## src/rtl/spi_slave_if.sv

```systemverilog
// Bus-side signals of the SPI slave: serial pins, mode straps and the local tx/rx word port.
interface spi_slave_if #(
    parameter int unsigned Data = 8
);
    logic            sclk;
    logic            ss;
    logic            mosi;
    logic            miso;
    logic            cpol;
    logic            cpha;
    logic [Data-1:0] s_wdata;
    logic            tx_load;
    logic [Data-1:0] s_rdata;
    logic            rx_valid;
    logic            tx_full;
    logic            tx_underrun;
    logic            frame_err;
    logic            busy;

    modport master (
        output sclk, ss, mosi, cpol, cpha, s_wdata, tx_load,
        input  miso, s_rdata, rx_valid, tx_full, tx_underrun, frame_err, busy
    );

    modport slave (
        input  sclk, ss, mosi, cpol, cpha, s_wdata, tx_load,
        output miso, s_rdata, rx_valid, tx_full, tx_underrun, frame_err, busy
    );
endinterface

```

## src/rtl/spi_slave.sv

```systemverilog
// Oversampling SPI slave: LSB-first, all four CPOL/CPHA modes, back-to-back frames under one ss.
module spi_slave #(
    parameter int unsigned Data       = 8,
    parameter int unsigned Counter    = 4,
    parameter int unsigned SyncStages = 2
) (
    input logic        clk,
    input logic        preset,
    spi_slave_if.slave sif
);
    typedef enum logic {StIdle, StActive} state_e;

    state_e                state_q, state_d;
    logic [SyncStages-1:0] sclk_sync_q, sclk_sync_d, ss_sync_q, ss_sync_d, mosi_sync_q, mosi_sync_d;
    logic                  sclk_prev_q, sclk_prev_d, ss_prev_q, ss_prev_d;
    logic                  cpol_q, cpol_d, cpha_q, cpha_d;
    logic [Counter-1:0]    cnt_q, cnt_d;
    logic [Data-1:0]       rx_q, rx_d, tx_q, tx_d, hold_q, hold_d, rdata_q, rdata_d;
    logic                  full_q, full_d, miso_q, miso_d, first_q, first_d, skip_q, skip_d;
    logic                  rx_done_q, rx_done_d, rx_pend_q, rx_pend_d, valid_q, valid_d;
    logic                  under_q, under_d, ur_pend_q, ur_pend_d, ferr_q, ferr_d;
    logic                  reload;

    logic sclk_s, ss_s, mosi_s, sclk_edge, lead, trail, samp, shft, ss_fall, ss_rise;

    assign sclk_s    = sclk_sync_q[SyncStages-1];
    assign ss_s      = ss_sync_q[SyncStages-1];
    assign mosi_s    = mosi_sync_q[SyncStages-1];
    assign sclk_edge = sclk_s ^ sclk_prev_q;
    assign lead      = sclk_edge & (sclk_s != cpol_q);
    assign trail     = sclk_edge & (sclk_s == cpol_q);
    assign samp      = cpha_q ? trail : lead;
    assign shft      = cpha_q ? lead : trail;
    assign ss_fall   = ss_prev_q & ~ss_s;
    assign ss_rise   = ~ss_prev_q & ss_s;

    always_comb begin
        state_d     = state_q;
        sclk_sync_d = {sclk_sync_q[SyncStages-2:0], sif.sclk};
        ss_sync_d   = {ss_sync_q[SyncStages-2:0], sif.ss};
        mosi_sync_d = {mosi_sync_q[SyncStages-2:0], sif.mosi};
        sclk_prev_d = sclk_s;
        ss_prev_d   = ss_s;
        cpol_d      = cpol_q;
        cpha_d      = cpha_q;
        cnt_d       = cnt_q;
        rx_d        = rx_q;
        tx_d        = tx_q;
        hold_d      = hold_q;
        full_d      = full_q;
        miso_d      = miso_q;
        first_d     = first_q;
        skip_d      = skip_q;
        ur_pend_d   = ur_pend_q;
        under_d     = 1'b0;
        ferr_d      = 1'b0;
        rx_done_d   = 1'b0;
        rx_pend_d   = rx_done_q;
        valid_d     = rx_pend_q;
        rdata_d     = rx_done_q ? rx_q : rdata_q;
        reload      = 1'b0;

        unique case (state_q)
            StIdle: begin
                miso_d = 1'b0;
                if (ss_fall) begin
                    state_d   = StActive;
                    cpol_d    = sif.cpol;
                    cpha_d    = sif.cpha;
                    cnt_d     = '0;
                    first_d   = 1'b1;
                    skip_d    = 1'b0;
                    ur_pend_d = 1'b0;
                    reload    = 1'b1;
                end
            end
            StActive: begin
                if (ss_rise) begin
                    state_d   = StIdle;
                    miso_d    = 1'b0;
                    cnt_d     = '0;
                    ur_pend_d = 1'b0;
                    ferr_d    = (cnt_q != '0);
                end else begin
                    // An empty reload at frame end only counts once the next frame really begins.
                    if (lead && ur_pend_q) begin
                        under_d   = 1'b1;
                        ur_pend_d = 1'b0;
                    end
                    if (samp) begin
                        rx_d = {mosi_s, rx_q[Data-1:1]};
                        if (cnt_q == Counter'(Data - 1)) begin
                            cnt_d     = '0;
                            rx_done_d = 1'b1;
                            first_d   = 1'b1;
                            skip_d    = ~cpha_q;
                            reload    = 1'b1;
                        end else begin
                            cnt_d = cnt_q + 1'b1;
                        end
                    end else if (shft) begin
                        if (skip_q) begin
                            skip_d = 1'b0;
                        end else if (first_q && cpha_q) begin
                            first_d = 1'b0;
                            miso_d  = tx_q[0];
                        end else begin
                            tx_d   = {1'b0, tx_q[Data-1:1]};
                            miso_d = tx_q[1];
                        end
                    end
                end
            end
        endcase

        if (reload) begin
            if (full_q) begin
                tx_d   = hold_q;
                full_d = 1'b0;
            end else begin
                tx_d = '0;
                if (state_q == StIdle) under_d = 1'b1;
                else ur_pend_d = 1'b1;
            end
            if (!cpha_d) miso_d = tx_d[0];
        end

        // A same-cycle write lands after the reload has taken the old holding value.
        if (sif.tx_load) begin
            hold_d = sif.s_wdata;
            full_d = 1'b1;
        end
    end

    always_ff @(posedge clk) begin
        if (preset) begin
            state_q     <= StIdle;
            sclk_sync_q <= {SyncStages{sif.cpol}};
            ss_sync_q   <= {SyncStages{1'b1}};
            mosi_sync_q <= '0;
            sclk_prev_q <= sif.cpol;
            ss_prev_q   <= 1'b1;
            cpol_q      <= 1'b0;
            cpha_q      <= 1'b0;
            cnt_q       <= '0;
            rx_q        <= '0;
            tx_q        <= '0;
            hold_q      <= '0;
            rdata_q     <= '0;
            full_q      <= 1'b0;
            miso_q      <= 1'b0;
            first_q     <= 1'b0;
            skip_q      <= 1'b0;
            rx_done_q   <= 1'b0;
            rx_pend_q   <= 1'b0;
            valid_q     <= 1'b0;
            under_q     <= 1'b0;
            ur_pend_q   <= 1'b0;
            ferr_q      <= 1'b0;
        end else begin
            state_q     <= state_d;
            sclk_sync_q <= sclk_sync_d;
            ss_sync_q   <= ss_sync_d;
            mosi_sync_q <= mosi_sync_d;
            sclk_prev_q <= sclk_prev_d;
            ss_prev_q   <= ss_prev_d;
            cpol_q      <= cpol_d;
            cpha_q      <= cpha_d;
            cnt_q       <= cnt_d;
            rx_q        <= rx_d;
            tx_q        <= tx_d;
            hold_q      <= hold_d;
            rdata_q     <= rdata_d;
            full_q      <= full_d;
            miso_q      <= miso_d;
            first_q     <= first_d;
            skip_q      <= skip_d;
            rx_done_q   <= rx_done_d;
            rx_pend_q   <= rx_pend_d;
            valid_q     <= valid_d;
            under_q     <= under_d;
            ur_pend_q   <= ur_pend_d;
            ferr_q      <= ferr_d;
        end
    end

    assign sif.miso        = miso_q;
    assign sif.s_rdata     = rdata_q;
    assign sif.rx_valid    = valid_q;
    assign sif.tx_full     = full_q;
    assign sif.tx_underrun = under_q;
    assign sif.frame_err   = ferr_q;
    assign sif.busy        = (state_q == StActive);
endmodule

```

## src/flat_wrapper.sv

```systemverilog
// flat-port wrapper written by rule: the top's interface ports become plain ports
module spi_slave_flat 
#(
    parameter int unsigned Data       = 8,
    parameter int unsigned Counter    = 4,
    parameter int unsigned SyncStages = 2
)
  (clk, preset, sif_sclk, sif_ss, sif_mosi, sif_cpol, sif_cpha, sif_s_wdata, sif_tx_load, sif_miso, sif_s_rdata, sif_rx_valid, sif_tx_full, sif_tx_underrun, sif_frame_err, sif_busy);
  spi_slave_if #(.Data(Data)) sif_i ();
  input logic clk;
  input logic preset;
  input wire logic [$bits(sif_i.sclk)-1:0] sif_sclk;
  input wire logic [$bits(sif_i.ss)-1:0] sif_ss;
  input wire logic [$bits(sif_i.mosi)-1:0] sif_mosi;
  input wire logic [$bits(sif_i.cpol)-1:0] sif_cpol;
  input wire logic [$bits(sif_i.cpha)-1:0] sif_cpha;
  input wire logic [$bits(sif_i.s_wdata)-1:0] sif_s_wdata;
  input wire logic [$bits(sif_i.tx_load)-1:0] sif_tx_load;
  output wire logic [$bits(sif_i.miso)-1:0] sif_miso;
  output wire logic [$bits(sif_i.s_rdata)-1:0] sif_s_rdata;
  output wire logic [$bits(sif_i.rx_valid)-1:0] sif_rx_valid;
  output wire logic [$bits(sif_i.tx_full)-1:0] sif_tx_full;
  output wire logic [$bits(sif_i.tx_underrun)-1:0] sif_tx_underrun;
  output wire logic [$bits(sif_i.frame_err)-1:0] sif_frame_err;
  output wire logic [$bits(sif_i.busy)-1:0] sif_busy;
  assign sif_i.sclk = sif_sclk;
  assign sif_i.ss = sif_ss;
  assign sif_i.mosi = sif_mosi;
  assign sif_i.cpol = sif_cpol;
  assign sif_i.cpha = sif_cpha;
  assign sif_i.s_wdata = sif_s_wdata;
  assign sif_i.tx_load = sif_tx_load;
  assign sif_miso = sif_i.miso;
  assign sif_s_rdata = sif_i.s_rdata;
  assign sif_rx_valid = sif_i.rx_valid;
  assign sif_tx_full = sif_i.tx_full;
  assign sif_tx_underrun = sif_i.tx_underrun;
  assign sif_frame_err = sif_i.frame_err;
  assign sif_busy = sif_i.busy;
  spi_slave #(.Data(Data), .Counter(Counter), .SyncStages(SyncStages)) u_core (.clk(clk), .preset(preset), .sif(sif_i));
endmodule
```

## config.mk

```make
export PLATFORM = sky130hd
export DESIGN_NAME = spi_slave_flat
export DESIGN_NICKNAME = d
export VERILOG_FILES = /design/src/rtl/spi_slave_if.sv /design/src/rtl/spi_slave.sv /design/src/flat_wrapper.sv
export SDC_FILE = /design/constraint.sdc
export NUM_CORES = 1
export LEC_CHECK = 0
export ABC_AREA = 1
export BUFFER_PORTS_ARGS = -buffer_cell sky130_fd_sc_hd__buf_2
export CAP_MARGIN = 20
export CELL_PAD_IN_SITES_DETAIL_PLACEMENT = 0
export CELL_PAD_IN_SITES_GLOBAL_PLACEMENT = 1
export CORE_ASPECT_RATIO = 1.5
export CORE_MARGIN = 1.5
export CORE_UTILIZATION = 25
export DETAILED_ROUTE_END_ITERATION = 7
export PLACE_DENSITY_LB_ADDON = 0.2
export SYNTH_ARGS = -nofsm -noshare
export SYNTH_HDL_FRONTEND = slang
export SYNTH_SLANG_ARGS = --single-unit
```

## constraint.sdc

```tcl
create_clock -name clk -period 3 [get_ports clk]
set_input_delay 0.15 -clock clk [delete_from_list [all_inputs] [get_ports clk]]
set_output_delay 0.15 -clock clk [all_outputs]
set_load 0.05 [all_outputs]
```

# [After elaboration in Yosys (flattened, before gate mapping)]
# Cells that the tools add are included.
[op_classes] addsub=1 eq_ne=14 mux=63 bitwise_logic=10 n_reduce_logical=14
[ops] op="$mux 8" n=8
[ops] op="$mux 1" n=43
[ops] op="$mux 4" n=4
[ops] op="$ne 3x3->1 const B" n=5
[ops] op="$pmux 1 s2" n=6
[ops] op="$reduce_and 6->1" n=2
[ops] op="$ne 2x1->1 const B" n=4
[ops] op="$pmux 4 s2" n=1
[ops] op="$reduce_bool 2->1" n=3
[ops] op="$not 1->1" n=5
[ops] op="$add 4x1->4 const B" n=1
[ops] op="$and 1x1->1" n=4
[ops] op="$eq 4x3->1 const B" n=1
[ops] op="$ne 2x2->1 const B" n=2
[ops] op="$reduce_and 2->1" n=2
[ops] op="$reduce_and 4->1" n=1
[ops] op="$reduce_bool 4->1" n=1
[ops] op="$reduce_and 3->1" n=1
[ops] op="$reduce_or 3->1" n=1
[ops] op="$logic_and 1x1->1" n=2
[ops] op="$mux 2" n=1
[ops] op="$reduce_or 2->1" n=1
[ops] op="$eq 1x1->1" n=1
[ops] op="$ne 1x1->1" n=1
[ops] op="$xor 1x1->1" n=1
[totals] reg_bits=57 inputBits=16 word_cells=125

# [Depth between registers and ports, before layout]
[logic_depth] word_depth=9 depth_mapped=12 depth_no_buf=11

# [Least setup slack after synthesis]
# No wires, ideal clock.
[synth_path] path_kind="flip-flop to flip-flop" startpoint="register u_core.state_q, in the netlist u_core.sif.busy" endpoint="register u_core.tx_q[0]" setup_ns=0.113 arrival_time_ns=1.546 slack_ns=1.341 stages_incl_launch_ff=9 period_less_slack_ns=1.659 cell_sequence="dfxtp_1 nand2_1 inv_1 nand3_4 nand3_2 nand2_4 buf_6 nor2_1 nor2_1"
[synth_via] elab_chain_cells=4
[synth_lines] element="from (decl)" line_no="spi_slave.sv:13" text="state_e state_q, state_d;"
[synth_lines] element="from (signal assigned)" line_no="spi_slave.sv:137" text="state_q <= StIdle;"
[synth_lines] element="from (signal assigned)" line_no="spi_slave.sv:161" text="state_q <= state_d;"
[synth_lines] element="$not 1->1"
[synth_lines] element="$pmux 1 s2" line_no="spi_slave.sv:63" text="unique case (state_q)"
[synth_lines] element="$ne 2x2->1 (no source line), or another cell as far along"
[synth_lines] element="$reduce_and 6->1 (no source line)"
[synth_lines] element="to (signal assigned)" line_no="spi_slave.sv:171" text="tx_q <= tx_d;"
[synth_lines] element="to (decl)" line_no="spi_slave.sv:18" text="logic [Data-1:0] rx_q, rx_d, tx_q, tx_d, hold_q, hold_d, rdata_q, rdata_d;"
# Several ways; a longest one is shown, not always the timed one.
# A chain may end at the register's enable or synchronous reset.

# [Worst setup path after layout]
[layout_path] startpoint="register u_core.ss_prev_q" endpoint="register u_core.miso_q, in the netlist u_core.sif.miso"
[layout_via] elab_chain_cells=6
[layout_lines] element="from (decl)" line_no="spi_slave.sv:15" text="logic sclk_prev_q, sclk_prev_d, ss_prev_q, ss_prev_d;"
[layout_lines] element="from (signal assigned)" line_no="spi_slave.sv:166" text="ss_prev_q <= ss_prev_d;"
[layout_lines] element="$not 1->1" line_no="spi_slave.sv:35" text="assign ss_rise = ~ss_prev_q & ss_s;"
[layout_lines] element="$and 1x1->1" line_no="spi_slave.sv:35"
[layout_lines] element="$mux 1" line_no="spi_slave.sv:78" text="if (ss_rise) begin"
[layout_lines] element="$pmux 1 s2" line_no="spi_slave.sv:63"
[layout_lines] element="$mux 1" line_no="spi_slave.sv:125" text="if (!cpha_d) miso_d = tx_d[0];"
[layout_lines] element="$mux 1 (*)" line_no="spi_slave.sv:116" text="if (reload) begin"
[layout_lines] element="to (signal assigned)" line_no="spi_slave.sv:175" text="miso_q <= miso_d;"
[layout_lines] element="to (decl)" line_no="spi_slave.sv:19" text="logic full_q, full_d, miso_q, miso_d, first_q, first_d, skip_q, skip_d;"
# Mark *: on every way between the ends. The rest lies on a longest branch, timed or not.

==> metrics <==
grt ovf=0; max_cap viols=0; critical path class=reg2reg; layout cells sized above 1=0.173; pre-CTS setup slack=1130 ps; crit path time final=1800 ps; post-placement cell area=2680 µm²; fmax=0.554 GHz; vias per std cell=4.33; Area contributors post-synth=dfxtp_1 47%, nor2_1 12%, nand2_1 10%; Layout area overhead=21.6%; Routed Antenna Nets=0; Worst Hold Depth=2; Tot GR Track Use=0.120; Critical Path End Type=flop; H-Tree Depth=3; number of port buffers=29; crit path DAT=2000 ps; Worst setup SP type=flop; Slew headroom=0.639; setup TNS=0 ps; pin count of the biggest net entering global routing=39; die span in x=83.9 µm; Leak=1.43 nW; row count=44; Mean Syn Cell Area=7.23 µm²; status=completed; vias=2,120; HP Class=in2reg; DIE HEIGHT=124 µm; WL per Instance=11.8 µm; worst slew pin tran=540 ps; # DRC=0; Post-synth EDFFs=0; clock sinks=57; commonest non-fill, non-tap cell in the layout=nor2_1; DIE AREA=10,400 µm²; clock latency on the worst-skew pair=330 ps; RSZ-0062 raised after global routing=false; Post-CTS Setup Bufs=0; initial drt markers=91; ANT cells=0; Cell Pwr Density=636 nW/µm²; YS warnings=0; final setup vio count=0; Synth Instances=339; final wirelength=5.76 mm; initial antenna violation count=0; routability cong.=0.774; fin area=2980 µm²; asr flop ratio synth=0; Critical Path RT=3200 ps; VDD IR max=298 µV; commonest non-fill, non-tap cells in the layout=79 x nor2_1, 67 x nand2_1, 57 x dfxtp_1; synthesized cell area=2450 µm²; FF/Latch Area=1140 µm²; endpoints failing hold=0; floorplan core area=9630 µm²; Top FF cell, synth=dfxtp_1; area of the multi-input gates=1110 µm²; root buf cell=clkbuf_16; distinct cell type count after synthesis=28; Layout Nets=388; CTS tree=yes; Post-CTS Resized=0; worst r2r path cells=7; Synthesized Nets=357; fin. max-slew vios=0; post-synthesis sequential area ratio=0.465; # fillers=1,038; leading area contributor after synthesis=dfxtp_1; starting density of the core=0.255; crit share post-route=0.601; Clock Skew=6.15 ps; hpwl dp=4.12 mm; PnR worst setup slack=1200 ps; hold-fix buffers at CTS=0; clock buffer depth=2; clock slew at reported path FFs=50 ps; first-pass iteration count of the detailed router=4; first-pass GRT wire length=9.80 mm; vias in the first global route=2,091; # IOs=30; total CTS buffers=9; FF+latch count, synth=57; crit-path max FO=14; top-area cell type share of the netlist area=0.465
[per-stage QoR]
stage               hold WS [ps]  power (W)   util  instances
global placement             341   0.000980  0.278        473
floorplan                    253   0.000940      -        339
finish                      12.0    0.00190  0.310        490
detailed placement           343   0.000980  0.278        473
global route                4.54    0.00199  0.310        490
CTS                         4.43    0.00193  0.307        489
[flip-flops by register name, summed over array words and instances (netlist names), 2 cells and up]
name and cells:
u_core.hold_q 8, u_core.rx_q 8, u_core.sif.s_rdata 8, u_core.tx_q 8, u_core.cnt_q 4, u_core.mosi_sync_q 2
u_core.sclk_sync_q 2, u_core.ss_sync_q 2
[path summary, 6_finish.rpt]
check,from,to,slack (ps)
setup / recovery,u_core.ss_prev_q$_SDFF_PP1_,u_core.sif.miso$_SDFF_PP0_,1200
hold / removal,sif_ss,u_core.ss_sync_q[0]$_SDFF_PP1_,10
setup reg to reg,u_core.ss_prev_q$_SDFF_PP1_,u_core.sif.miso$_SDFF_PP0_,1200
hold reg to reg,u_core.mosi_sync_q[0]$_SDFF_PP0_,u_core.mosi_sync_q[1]$_SDFF_PP0_,400
[report_power, final]
group / internal [W] / switching (W) / total, W
combinational: 0.0000539 / 0.000104 / 0.000157
sequential: 0.000787 / 0.0000210 / 0.000808
clock: 0.000598 / 0.000333 / 0.000931
[synthesized netlist by cell type (2+ instances only)]
cell type,instances
nor2_1,79
nand2_1,67
dfxtp_1,57
inv_1,31
o21ai_0,30
nand3_1,20
a21oi_1,12
clkbuf_1,5
inv_2,5
nand2_4,4
buf_6,3
nand2_2,3
nand3_4,3
a31oi_1,2
clkinv_1,2
ha_1,2
nor3_1,2
or2_2,2
[logic make-up after synthesis]
| family | share of synthesized area |
|---|---|
| flip-flops | 0.465 |
| buffers and inverters | 0.0832 |
| adder cells (fa/ha/maj) | 0.0102 |
| XOR/XNOR | 0.00357 |
| AO/OA/AOI/OAI | 0.0939 |
| AND/OR/NAND/NOR | 0.344 |
[metal layers]
layer / track usage / wire (µm)
met5: 0 / 0
met4: 0.0636 / 133
met3: 0.0311 / 170
met2: 0.205 / 2890
met1: 0.134 / 2560
[cell type report]
class	instances	area share
Inverter	38	0.0478
Multi-Input combinational cell	234	0.371
Sequential cell	57	0.383
Clock inverter	3	0.00503
Tap cell	115	0.0482
Timing Repair Buffer	30	0.0579
Clock buffer	13	0.0872
[critical path, stage by stage, from the launching register on]
cell     delay, ps
dfxtp_1        370
inv_1           50
nor2_1         190
nand2_1        380
o21ai_0        470
nand2_1         90
nand2_1         70
a21oi_1         50
Power figures use the tool's default switching activity.
